--- config.mk ---
export PLATFORM = sky130hd
export DESIGN_NAME = uart_byte_receiver
export DESIGN_NICKNAME = d
export VERILOG_FILES = /design/src/rtl/uart_byte_receiver.sv
export SDC_FILE = /design/constraint.sdc
export NUM_CORES = 1
export LEC_CHECK = 0
export CAP_MARGIN = 20
export CORE_MARGIN = 2
export CORE_UTILIZATION = 50
export DETAILED_ROUTE_END_ITERATION = 12
export PLACE_DENSITY = 0.69
export SLEW_MARGIN = 25
export SYNTH_ARGS = -nofsm -noshare
export SYNTH_HDL_FRONTEND = slang
export SYNTH_SLANG_ARGS = --single-unit
export TNS_END_PERCENT = 50
--- constraint.sdc ---
create_clock -name clk -period 3.1 [get_ports clk]
set_input_delay 0.465 -clock clk [delete_from_list [all_inputs] [get_ports clk]]
set_output_delay 0.465 -clock clk [all_outputs]
set_load 0.1 [all_outputs]
--- src/rtl/uart_byte_receiver.sv ---
// 8N1 UART receiver (8E1 when UART_RX_PARITY_EN is defined): 2-FF pin sync, mid-bit deframing,
// first-word-fall-through byte FIFO with valid/ready output; byte visible the cycle after the stop sample.
module uart_byte_receiver #(
  parameter int CLK_FREQ_HZ = 25000000,
  parameter int BAUD_RATE   = 115200,
  parameter int FIFO_DEPTH  = 4
) (
  input  logic       clk,
  input  logic       reset,
  input  logic       uart_rx,
  output logic [7:0] rx_data,
  output logic       rx_valid,
  input  logic       rx_ready,
  output logic       rx_busy,
  output logic       frame_err,
  output logic       overrun,
  output logic       parity_err
);

  localparam int CLKS_PER_BIT = CLK_FREQ_HZ / BAUD_RATE;
  localparam int HALF_BIT     = CLKS_PER_BIT / 2;
  localparam int TW           = $clog2(CLKS_PER_BIT + 1);
  localparam int AW           = $clog2(FIFO_DEPTH);
  localparam int CW           = AW + 1;

  typedef enum logic [2:0] {
    S_IDLE, S_START, S_DATA, S_PARITY, S_STOP, S_BREAK
  } state_t;

  state_t          r_state, w_next;
  logic            r_sync1, r_sync2;
  logic [TW-1:0]   r_tick;
  logic [2:0]      r_bit;
  logic [7:0]      r_shift;
  logic            r_frame_err, r_overrun, r_parity_err;

  logic [7:0]      r_mem [FIFO_DEPTH];
  logic [AW-1:0]   r_wr, r_rd;
  logic [CW-1:0]   r_count;

  logic            w_rxs, w_tick_done, w_sample_data;
  logic            w_push, w_frame_err, w_parity_err;
  logic            w_full, w_empty, w_pop, w_wr_en;

`ifdef UART_RX_PARITY_EN
  logic            r_par;
  logic            w_sample_par;
  logic            w_par_bad;
  assign w_par_bad = ^{r_shift, r_par};
`endif

  always_ff @(posedge clk or posedge reset) begin
    if (reset) begin
      r_sync1 <= 1'b1;
      r_sync2 <= 1'b1;
    end else begin
      r_sync1 <= uart_rx;
      r_sync2 <= r_sync1;
    end
  end

  assign w_rxs = r_sync2;

  // START samples at half a bit so every later sample lands mid-bit.
  assign w_tick_done = (r_state == S_START) ? (r_tick == TW'(HALF_BIT - 1))
                                            : (r_tick == TW'(CLKS_PER_BIT - 1));

  always_ff @(posedge clk or posedge reset) begin
    if (reset) r_state <= S_IDLE;
    else       r_state <= w_next;
  end

  always_comb begin
    w_next        = r_state;
    w_push        = 1'b0;
    w_frame_err   = 1'b0;
    w_parity_err  = 1'b0;
    w_sample_data = 1'b0;
`ifdef UART_RX_PARITY_EN
    w_sample_par  = 1'b0;
`endif
    case (r_state)
      S_IDLE: if (!w_rxs) w_next = S_START;
      S_START: if (w_tick_done) w_next = w_rxs ? S_IDLE : S_DATA;
      S_DATA: begin
        if (w_tick_done) begin
          w_sample_data = 1'b1;
`ifdef UART_RX_PARITY_EN
          if (r_bit == 3'd7) w_next = S_PARITY;
`else
          if (r_bit == 3'd7) w_next = S_STOP;
`endif
        end
      end
`ifdef UART_RX_PARITY_EN
      S_PARITY: begin
        if (w_tick_done) begin
          w_sample_par = 1'b1;
          w_next       = S_STOP;
        end
      end
`endif
      S_STOP: begin
        if (w_tick_done) begin
          if (!w_rxs) begin
            w_frame_err = 1'b1;
            w_next      = S_BREAK;
          end else begin
            w_next = S_IDLE;
`ifdef UART_RX_PARITY_EN
            if (w_par_bad) w_parity_err = 1'b1;
            else           w_push       = 1'b1;
`else
            w_push = 1'b1;
`endif
          end
        end
      end
      S_BREAK: if (w_rxs) w_next = S_IDLE;
      default: w_next = S_IDLE;
    endcase
  end

  always_ff @(posedge clk or posedge reset) begin
    if (reset) begin
      r_tick  <= '0;
      r_bit   <= '0;
      r_shift <= '0;
`ifdef UART_RX_PARITY_EN
      r_par   <= 1'b0;
`endif
    end else begin
      if (r_state == S_IDLE || r_state == S_BREAK || w_tick_done) r_tick <= '0;
      else                                                         r_tick <= r_tick + 1'b1;
      if (r_state == S_START)  r_bit <= '0;
      else if (w_sample_data)  r_bit <= r_bit + 1'b1;
      if (w_sample_data) r_shift <= {w_rxs, r_shift[7:1]};
`ifdef UART_RX_PARITY_EN
      if (w_sample_par) r_par <= w_rxs;
`endif
    end
  end

  assign w_full  = (r_count == CW'(FIFO_DEPTH));
  assign w_empty = (r_count == '0);
  assign w_pop   = !w_empty && rx_ready;
  // A pop in the same cycle frees the slot, so a full FIFO still accepts the byte.
  assign w_wr_en = w_push && (!w_full || w_pop);

  always_ff @(posedge clk) begin
    if (w_wr_en) r_mem[r_wr] <= r_shift;
  end

  always_ff @(posedge clk or posedge reset) begin
    if (reset) begin
      r_wr         <= '0;
      r_rd         <= '0;
      r_count      <= '0;
      r_frame_err  <= 1'b0;
      r_overrun    <= 1'b0;
      r_parity_err <= 1'b0;
    end else begin
      if (w_wr_en) r_wr <= r_wr + 1'b1;
      if (w_pop)   r_rd <= r_rd + 1'b1;
      case ({w_wr_en, w_pop})
        2'b10:   r_count <= r_count + 1'b1;
        2'b01:   r_count <= r_count - 1'b1;
        default: r_count <= r_count;
      endcase
      r_frame_err  <= w_frame_err;
      r_parity_err <= w_parity_err;
      r_overrun    <= w_push && w_full && !w_pop;
    end
  end

  assign rx_valid   = !w_empty;
  assign rx_data    = w_empty ? 8'h00 : r_mem[r_rd];
  assign rx_busy    = (r_state != S_IDLE);
  assign frame_err  = r_frame_err;
  assign overrun    = r_overrun;
  assign parity_err = r_parity_err;

endmodule

==> metrics.txt, run 1 <==
post-CTS setup buffer count 0; met1 wire length about 2200 um; Critical Path End Type register; dpl hpwl about 3200 um; Finish-stage setup viols 0; Hold Vio Cnt, Final 0; relative slew slack between 30% and 40%; nets@finish approximately 230; highest clock rate 397 MHz; number of global-route vias before repair between 1500 and 2000; initial antenna violation count 0; Req. time, crit path between 3 and 4 ns; Fillers between 400 and 500; initial core utilization about half; Reg2Reg Launch Point r_tick[5]$_DFF_PP0_; cell row count 27; Buf+Inv Stages, Crit Path 2; Worst Hold Class reg2reg; RSZ-0062 raised after global routing false; # DRC 0; Syn Inst Count roughly 190; Max stage delay on crit path roughly 0.43 ns; area grow syn2layout 15.3%; gr ovfl total 0; Top Ports 17; routed len/inst approximately 17 um; CTS sink cnt 65; Synthesized Nets 207; Crit Path Max Fanout 7; Highest Signal Layer met4; first-pass GRT wire length 8140 um; Reg clk slew, reported paths approximately 0.070 ns; CORE AREA between 5000 and 6000 um2; post-synth top area cell edfxtp_1; Crit-path slowest cell dfrtp_1; Critical Path Stages 10; Async S/R FF share, synth about half; Reg-to-Reg End r_count[2]$_DFFE_PP0P_; list of most frequent post-synthesis cells edfxtp_1, dfrtp_1, nor2_1; Lkg Pwr ~1.4 nW; Max-Cap Viols 0; Synth area leaders edfxtp_1, dfrtp_1, mux4_2; Synth Cell Area 2880 um2; DR WL met3 ~130 um; Final Hold Slack approximately 0.36 ns; CTS tree yes; Post-Route WL a little under 5000 um; reg-to-reg slack, setup 0.58 ns; Worst-Skew Late Latency ~0.34 ns; Final Critical Period between 2 and 3 ns; pwr dens ~640 nW/um2; Via-to-Cell Ratio between 5 and 6; CP Capture Point r_count[2]$_DFFE_PP0P_; die width between 70 and 80 um; yosys synthesis warning count 0; status complete, no violations; share of cells above drive strength 1 26.2%; crit share post-route around 81%; critical path data arrival time 2.73 ns; cts repair resizes 0; Post-synth EDFFs 32; post-synth top area share between 30% and 40%; Synth Register Bits 65; CTS Buf Count 9; met2 wire len 2400 um; sequential cell area fraction in the yosys report a little over 60%; setup slack after layout between 0.5 and 0.6 ns; drt first pass iters 4; Hold-fix buffers, CTS 0; R2R cell count 10; die height 79.9 um; antenna cells 0; vias 1602; Cell Chain, Critical Path nand4bb_1 > nor3_1 > and3_1 > inv_1 > ha_1 > inv_1 > fa_1 > xor2_1 > nor2_1 > xor2_1; clock root cell clkbuf_8; die area roughly 6400 um2; Tot GR Track Use around 17%; Synth Flop Type edfxtp_1; clock skew ~0.0076 ns; count leader, synth edfxtp_1; post-route setup TNS 0 ns; GP Congestion between 0.7 and 0.8; drt initial violations 100; CTS H-tree depth 3; port buffer count 15; Worst VDD drop approximately 0.37 mV; Total Power 0.00213 W; pre-CTS WS 0.263 ns; post-synth cell types between 40 and 50; Critical Path Source r_tick[5]$_DFF_PP0_; Pins Over Slew Limit 0; clock buffer depth 2; Worst-Margin Slew 0.905 ns; final antenna-violating net count 0; largest net degree at the start of global routing 34; Post-Syn Area per Cell 14.8 um2; top cell family by delay on the critical path simple AND/OR/NAND/NOR gates; critical path type reg2reg; Worst setup SP type register
==> where the power goes <==
part	switching (W)	leakage (nW)	total [W]	internal, W
Combinational	0.000119	0.490	0.000223	0.000104
Clock	0.000330	0.123	0.000888	0.000559
Sequential	0.0000832	0.795	0.00102	0.000936
==> layer usage <==
metal | global-route usage [%] | up-vias
li1 | - | 740
met1 | 22.9 | 821
met2 | 26.9 | 26
met3 | 4.07 | 15
met4 | 8.64 | 0
met5 | 0 | -
==> cell usage in the layout, fill, tap and decap left out, types with 3 or more instances in the layout <==
cell type / Yosys / layout
edfxtp_1: 32 / 32
dfrtp_1: 31 / 31
nor2_1: 17 / 17
buf_4: 2 / 15
and2_1: 13 / 13
clkbuf_8: 0 / 10
mux2_2: 9 / 9
xnor2_1: 8 / 8
mux4_2: 8 / 8
ha_1: 8 / 8
nand2_1: 7 / 7
inv_1: 7 / 7
xor2_1: 5 / 5
nand2b_1: 3 / 3
o21ai_0: 3 / 3
nor2b_1: 3 / 3
or3_1: 3 / 3
mux2i_1: 3 / 3
nand3_1: 3 / 3
bufinv_16: 0 / 3
clkdlybuf4s50_1: 0 / 3
==> stage by stage <==
stage | instances | area (um2) | utilization [%]
floorplan | 194 | 2880 | -
global placement | 277 | 3070 | 55.4
detailed placement | 277 | 3070 | 55.4
CTS | 293 | 3320 | 59.9
global route | 293 | 3320 | 59.9
finish | 293 | 3320 | 59.9
==> registers in the layout (all words and copies together), names as in the netlist, 2 cells and up <==
register / flops
r_rd: 2
r_shift: 8
r_state: 3
r_mem: 32
r_tick: 8
r_bit: 3
r_wr: 2
r_count: 3
==> area by class of cell <==
cell class	count	area, um2	share of cell area [%]
clock buffers	10	138	4.14
clock inverters	6	115	3.47
inverters	7	26.3	0.791
multi-input cells	115	1020	30.7
flip-flops and latches	65	1790	53.9
well taps	72	90.1	2.71
repair buffers	18	143	4.30
==> worst reg2reg max path: cells and delay by family (launching register included) <==
kind	cells	cell delay, ns
AND/OR/NAND/NOR	4	1.17
buffers and inverters	2	0.14
adder cells (fa/ha/maj)	2	0.37
XOR/XNOR	2	0.29
flip-flops	1	0.43
==> worst min-delay path by stage <==
stage                                 start                 to  slack [ns]  cells past startpoint
after floorplan           r_sync1$_DFF_PP1_  r_sync2$_DFF_PP1_        0.35                      0
after global placement    r_sync1$_DFF_PP1_  r_sync2$_DFF_PP1_        0.35                      0
after detailed placement  r_sync1$_DFF_PP1_  r_sync2$_DFF_PP1_        0.35                      0
after CTS                 r_sync1$_DFF_PP1_  r_sync2$_DFF_PP1_        0.36                      0
after global routing      r_sync1$_DFF_PP1_  r_sync2$_DFF_PP1_        0.36                      0
final                     r_sync1$_DFF_PP1_  r_sync2$_DFF_PP1_        0.36                      0
==> kinds of logic (layout without fill, tap and decap cells) <==
kind of cell | Yosys count | in the layout | share of synthesized area, %
fa+ha+maj | 9 | 9 | 4.17
flops | 65 | 65 | 62.1
mux | 20 | 20 | 10.8
other cells | 1 | 1 | 0.130
compound gates | 8 | 8 | 2.09
simple gates | 64 | 64 | 14.3
buf+inv | 14 | 41 | 2.43
xor+xnor | 13 | 13 | 3.95
(Power assumes the default switching activity.)
==> inputs of run 2 (changes only) <==
--- a/config.mk
+++ b/config.mk
@@ -9,7 +9,7 @@
 export CORE_MARGIN = 2
 export CORE_UTILIZATION = 50
 export DETAILED_ROUTE_END_ITERATION = 12
-export PLACE_DENSITY = 0.69
+export PLACE_DENSITY = 0.71
 export SLEW_MARGIN = 25
 export SYNTH_ARGS = -nofsm -noshare
 export SYNTH_HDL_FRONTEND = slang
==> constraint.sdc (replaced) <==
create_clock -name clk -period 2.25 [get_ports clk]
set_input_delay 0.3375 -clock clk [delete_from_list [all_inputs] [get_ports clk]]
set_output_delay 0.3375 -clock clk [all_outputs]
set_load 0.1 [all_outputs]
==> metrics.txt, run 2 (synthesis results as in run 1) <==
CP Capture Point r_count[2]$_DFFE_PP0P_; Worst-Skew Late Latency roughly 0.33 ns; commonest non-fill, non-tap cell in the layout edfxtp_1; Max stage delay on crit path around 0.53 ns; critical path data arrival time approximately 2.4 ns; largest register by flop count r_mem; commonest cells after routing, fill and taps aside edfxtp_1, dfrtp_1, buf_4; Worst setup SP type register; port buffer count 15; post-route setup TNS 0 ns; Reg2Reg Launch Point r_count[1]$_DFFE_PP0P_; # DRC 0; drt first pass iters 4; Req. time, crit path 2.50 ns; gr ovfl total 0; die width ~80 um; Hold Vio Cnt, Final 0; number of global-route vias before repair between 1500 and 2000; dpl hpwl roughly 3300 um; Critical Path Source r_count[1]$_DFFE_PP0P_; Crit-path slowest cell or4b_4; Critical Path End Type register; initial core utilization roughly half; Buf+Inv Stages, Crit Path 2; CTS tree yes; Lkg Pwr approximately 1.5 nW; area grow syn2layout 21.3%; Reg-to-Reg End r_count[2]$_DFFE_PP0P_; status complete, no violations; Placed Area around 3200 um2; Via-to-Cell Ratio about 5.2; dpl cells ~290; Worst VDD drop around 0.42 mV; Cell Chain, Critical Path or4b_4 > and3_4 > inv_1 > ha_2 > inv_1 > fa_2 > xor2_1 > nor2_1 > xor2_1; RSZ-0062 raised after global routing false; pwr dens 813 nW/um2; cell row count 27; reg-to-reg slack, setup slightly above 0.08 ns; startpoint of the worst hold path rx_ready; critical path type reg2reg; non-filler instance count after layout just over 300; highest clock rate 461 MHz; vias roughly 1600; top cell family by delay on the critical path simple AND/OR/NAND/NOR gates; clock skew approximately 0.0079 ns; routed len/inst approximately 15 um; GP Congestion 0.688; Critical Path Stages 9; Pins Over Slew Limit 0; first-pass GRT wire length between 7000 and 8000 um; CORE AREA ~5500 um2; die height around 80 um; Hold-fix buffers, CTS 0; largest net degree at the start of global routing 34; die area ~6400 um2; CTS Buf Count 9; Final Critical Period ~2.2 ns; CTS sink cnt between 60 and 70; crit share post-route 96.4%; Reg clk slew, reported paths approximately 0.070 ns; Max-Cap Viols 0; Total Power between 0.002 and 0.003 W; biggest regs r_mem: 32 flops, r_shift: 8 flops, r_tick: 8 flops; clock root cell clkbuf_8; drt initial violations 83; Tot GR Track Use 16.3%; design area ~3500 um2; nets@finish ~240; Worst Hold Class in2reg; initial antenna violation count 0; clock buffer depth 2; final antenna-violating net count 0; Crit Path Max Fanout 2; Post-Route WL 4660 um; max reg flops 32; R2R cell count 9; Top Ports 17; share of cells above drive strength 1 a little under a third; antenna cells 0; Finish-stage setup viols 0; CTS H-tree depth 3
-- run 2: worst min-delay path by stage --
stage / end / slack, ns / cells after the start
after global placement: r_sync2$_DFF_PP1_ / 0.35 / 0
after CTS: r_sync2$_DFF_PP1_ / 0.36 / 0
after global routing: overrun$_DFF_PP0_ / 0.35 / 3
after detailed placement: r_sync2$_DFF_PP1_ / 0.35 / 0
after floorplan: r_sync1$_DFF_PP1_ / 0.34 / 0
final: overrun$_DFF_PP0_ / 0.34 / 3
-- run 2: repair_timing --
item | 4_1_cts | 5_1_grt
pin swaps | 2 | 4
setup endpoints to repair | 1 | 2
hold endpoints to repair | 0 | 0
setup buffers | 0 | 2
resized for setup | 2 | 2
-- run 2: cell type report --
cell class,count,area (um2)
Inverter,7,26.3
Multi-Input combinational cell,115,1040
Clock buffer,11,131
Tap cell,72,90.1
Sequential cell,65,1790
Clock inverter,5,80.1
Fill cell,415,2050
Timing Repair Buffer,30,335
-- run 2: metrics by stage --
stage	worst slack, ns	hold slack, ns	utilization [%]
6_report	0.0811	0.340	63.0
4_1_cts	0.0345	0.355	62.6
5_1_grt	0.00220	0.350	63.0
3_3_place_gp	-0.292	0.346	58.6
2_1_floorplan	0.0154	0.342	-
3_5_place_dp	-0.395	0.350	58.6
-- run 2: power breakdown --
group	total, W	switching [W]	leakage [nW]	internal (W)
sequential	0.00135	0.0000573	0.795	0.00129
combinational	0.000433	0.000233	0.576	0.000199
clock	0.00106	0.000433	0.0995	0.000623
total	0.00284	0.000723	1.47	0.00211
-- run 2: layer usage --
layer | wire [um] | global-route usage (%) | up-vias
li1 | - | - | 763
met1 | 2090 | 19.7 | 787
met5 | 0 | 0 | -
met3 | 108 | 3.73 | 8
met2 | 2400 | 27.8 | 18
met4 | 62 | 7.12 | 0
-- run 2: worst reg2reg max path, cell delays in order (launching register included) --
cell	delay, ns
dfrtp_1	0.38
or4b_4	0.53
and3_4	0.17
inv_1	0.06
ha_2	0.17
inv_1	0.05
fa_2	0.33
xor2_1	0.14
nor2_1	0.12
xor2_1	0.14
==> inputs of run 3 (changes only) <==
--- a/config.mk
+++ b/config.mk
@@ -9,6 +9,7 @@
 export CORE_MARGIN = 2
 export CORE_UTILIZATION = 50
 export DETAILED_ROUTE_END_ITERATION = 12
+export GPL_TIMING_DRIVEN = 0
 export PLACE_DENSITY = 0.71
 export SLEW_MARGIN = 25
 export SYNTH_ARGS = -nofsm -noshare
==> metrics.txt, run 3 (synthesis results as in run 1) <==
status complete, no violations; Worst Hold Class in2reg; dpl hpwl about 3000 um; CTS sink cnt 65; clock share of power 35.0%; Total Power ~0.0028 W; drt first pass iters 4; met2 wire len roughly 2000 um; Pins Over Slew Limit 0; setup slack after layout ~0.047 ns; RSZ-0062 raised after global routing true; CTS Buf Count 9; Sw Pwr approximately 0.00072 W; Worst setup SP type register; reg-to-reg slack, setup 0.05 ns; largest net degree at the start of global routing 34; sequential cell fraction of total power between 40% and 50%; crit share post-route about 100%; routed len/inst ~15 um; Critical Path End Type register; vias 1558; Reg clk slew, reported paths 0.07 ns; number of global-route vias before repair 1550; port buffer count 15; Top Ports 17; Critical Path Source r_count[1]$_DFFE_PP0P_; Highest Signal Layer met4; Crit Path Max Fanout 3; highest clock rate 454 MHz; CTS H-tree depth 3; nets@finish 237; Worst-Skew Late Latency 0.33 ns; die area 6380 um2; largest register by flop count r_mem; Comb power frac ~16%; Worst-Margin Slew a little under 1 ns; Hold-fix buffers, CTS 0; CTS tree yes; startpoint of the worst hold path rx_ready; Req. time, crit path 2.50 ns; GP Congestion ~0.75; pre-CTS WS -0.527 ns; clock root cell clkbuf_8; cell row count 27; first-pass GRT wire length slightly below 8000 um; design area 3400 um2; Lkg Pwr around 1.5 nW; Finish-stage setup viols 0; initial antenna violation count 0; area grow syn2layout 17.9%; DR WL met3 around 140 um; R2R cell count 9; Hold Crit Depth 3; CORE AREA approximately 5500 um2; critical path data arrival time around 2.5 ns; Tot GR Track Use between 10% and 20%; die width 79.9 um; Fillers 441; Pint around 0.0020 W; Worst VDD drop between 0.5 and 0.6 mV; commonest cells after routing, fill and taps aside edfxtp_1, dfrtp_1, nor2_1; # DRC 0; Hold Vio Cnt, Final 0; final antenna-violating net count 0; Via-to-Cell Ratio slightly above 5; Max-Cap Viols 0; gr ovfl total 0; Reg2Reg Launch Point r_count[1]$_DFFE_PP0P_; share of cells above drive strength 1 a little over 30%; max reg flops 32; pwr dens about 810 nW/um2; relative slew slack between 30% and 40%; commonest non-fill, non-tap cell in the layout edfxtp_1; Switching Fraction roughly 26%; critical path type reg2reg; Placed Area between 3000 and 4000 um2; clock buffer depth 2; final core occ 61.3%; antenna cells 0; drt initial violations between 100 and 150; die height about 80 um; Post-Route WL roughly 4600 um; Final Critical Period ~2.2 ns; initial core utilization 52.0%; clock skew 0.0109 ns; biggest regs r_mem: 32 flops, r_shift: 8 flops, r_tick: 8 flops; met1 wire length around 2300 um
[run 3: changes by cell type in the layout (fill, tap and decap cells not counted), moves of 2 or more]
| cell | delta |
|---|---|
| buf_12 | -8 |
| buf_2 | +4 |
| buf_4 | -12 |
| buf_6 | +2 |
| clkbuf_4 | +6 |
| clkdlybuf4s50_1 | +2 |
| inv_1 | -3 |
| inv_2 | +3 |
[run 3: metal layers]
metal / vias up / track usage (%)
met5: - / 0
met4: 0 / 8.64
met3: 10 / 3.73
met2: 19 / 24.0
met1: 776 / 24.1
li1: 753 / -
[run 3: area by class of cell]
class | instances | area [um2] | share of cell area, %
clock inverters | 5 | 56.3 | 1.66
well taps | 72 | 90.1 | 2.65
plain buffers | 5 | 42.5 | 1.25
inverters | 7 | 26.3 | 0.774
flip-flops and latches | 65 | 1790 | 52.7
multi-input cells | 115 | 1080 | 31.8
clock buffers | 11 | 141 | 4.16
repair buffers | 21 | 170 | 5.01
[run 3: stage by stage]
step	hold WS [ns]	TNS (ns)	instances
6_report	0.331	0	301
3_5_place_dp	0.350	-5.21	281
3_3_place_gp	0.347	-5.39	281
5_1_grt	0.340	-0.0103	301
4_1_cts	0.365	-0.152	298
2_1_floorplan	0.342	0	194
[run 3: path summary, 6_finish.rpt]
path | end
max | r_count[2]$_DFFE_PP0P_
min | overrun$_DFF_PP0_
max reg2reg | r_count[2]$_DFFE_PP0P_
min reg2reg | r_sync2$_DFF_PP1_
max in group asynchronous | r_count[2]$_DFFE_PP0P_
min in group asynchronous | r_shift[4]$_DFFE_PP0P_
[run 3: critical path, stage by stage, from the launching register on]
cell and delay [ns]:
dfrtp_1 0.39, or4b_4 0.53, and3_4 0.19, inv_2 0.06, ha_4 0.12, inv_2 0.04
fa_2 0.37, xor2_1 0.14, nor2_1 0.14, xor2_1 0.15
[run 3: repair_timing]
| item | CTS | global route |
|---|---|---|
| resized for setup | 48 | 14 |
| setup buffers | 3 | 3 |
| endpoints found under the setup margin | 44 | 40 |
| pin swaps | 3 | 4 |
[run 3: power by group through the flow]
| stage | Sequential, W | Clock, W | Combinational [W] |
|---|---|---|---|
| 6_report | 0.00136 | 0.000967 | 0.000437 |
| 5_1_grt | 0.00136 | 0.00103 | 0.000488 |
| 4_1_cts | 0.00136 | 0.000992 | 0.000396 |
| 3_5_place_dp | 0.00135 | 0 | 0.000421 |
| 3_3_place_gp | 0.00134 | 0 | 0.000412 |
| 2_1_floorplan | 0.00134 | 0 | 0.000340 |
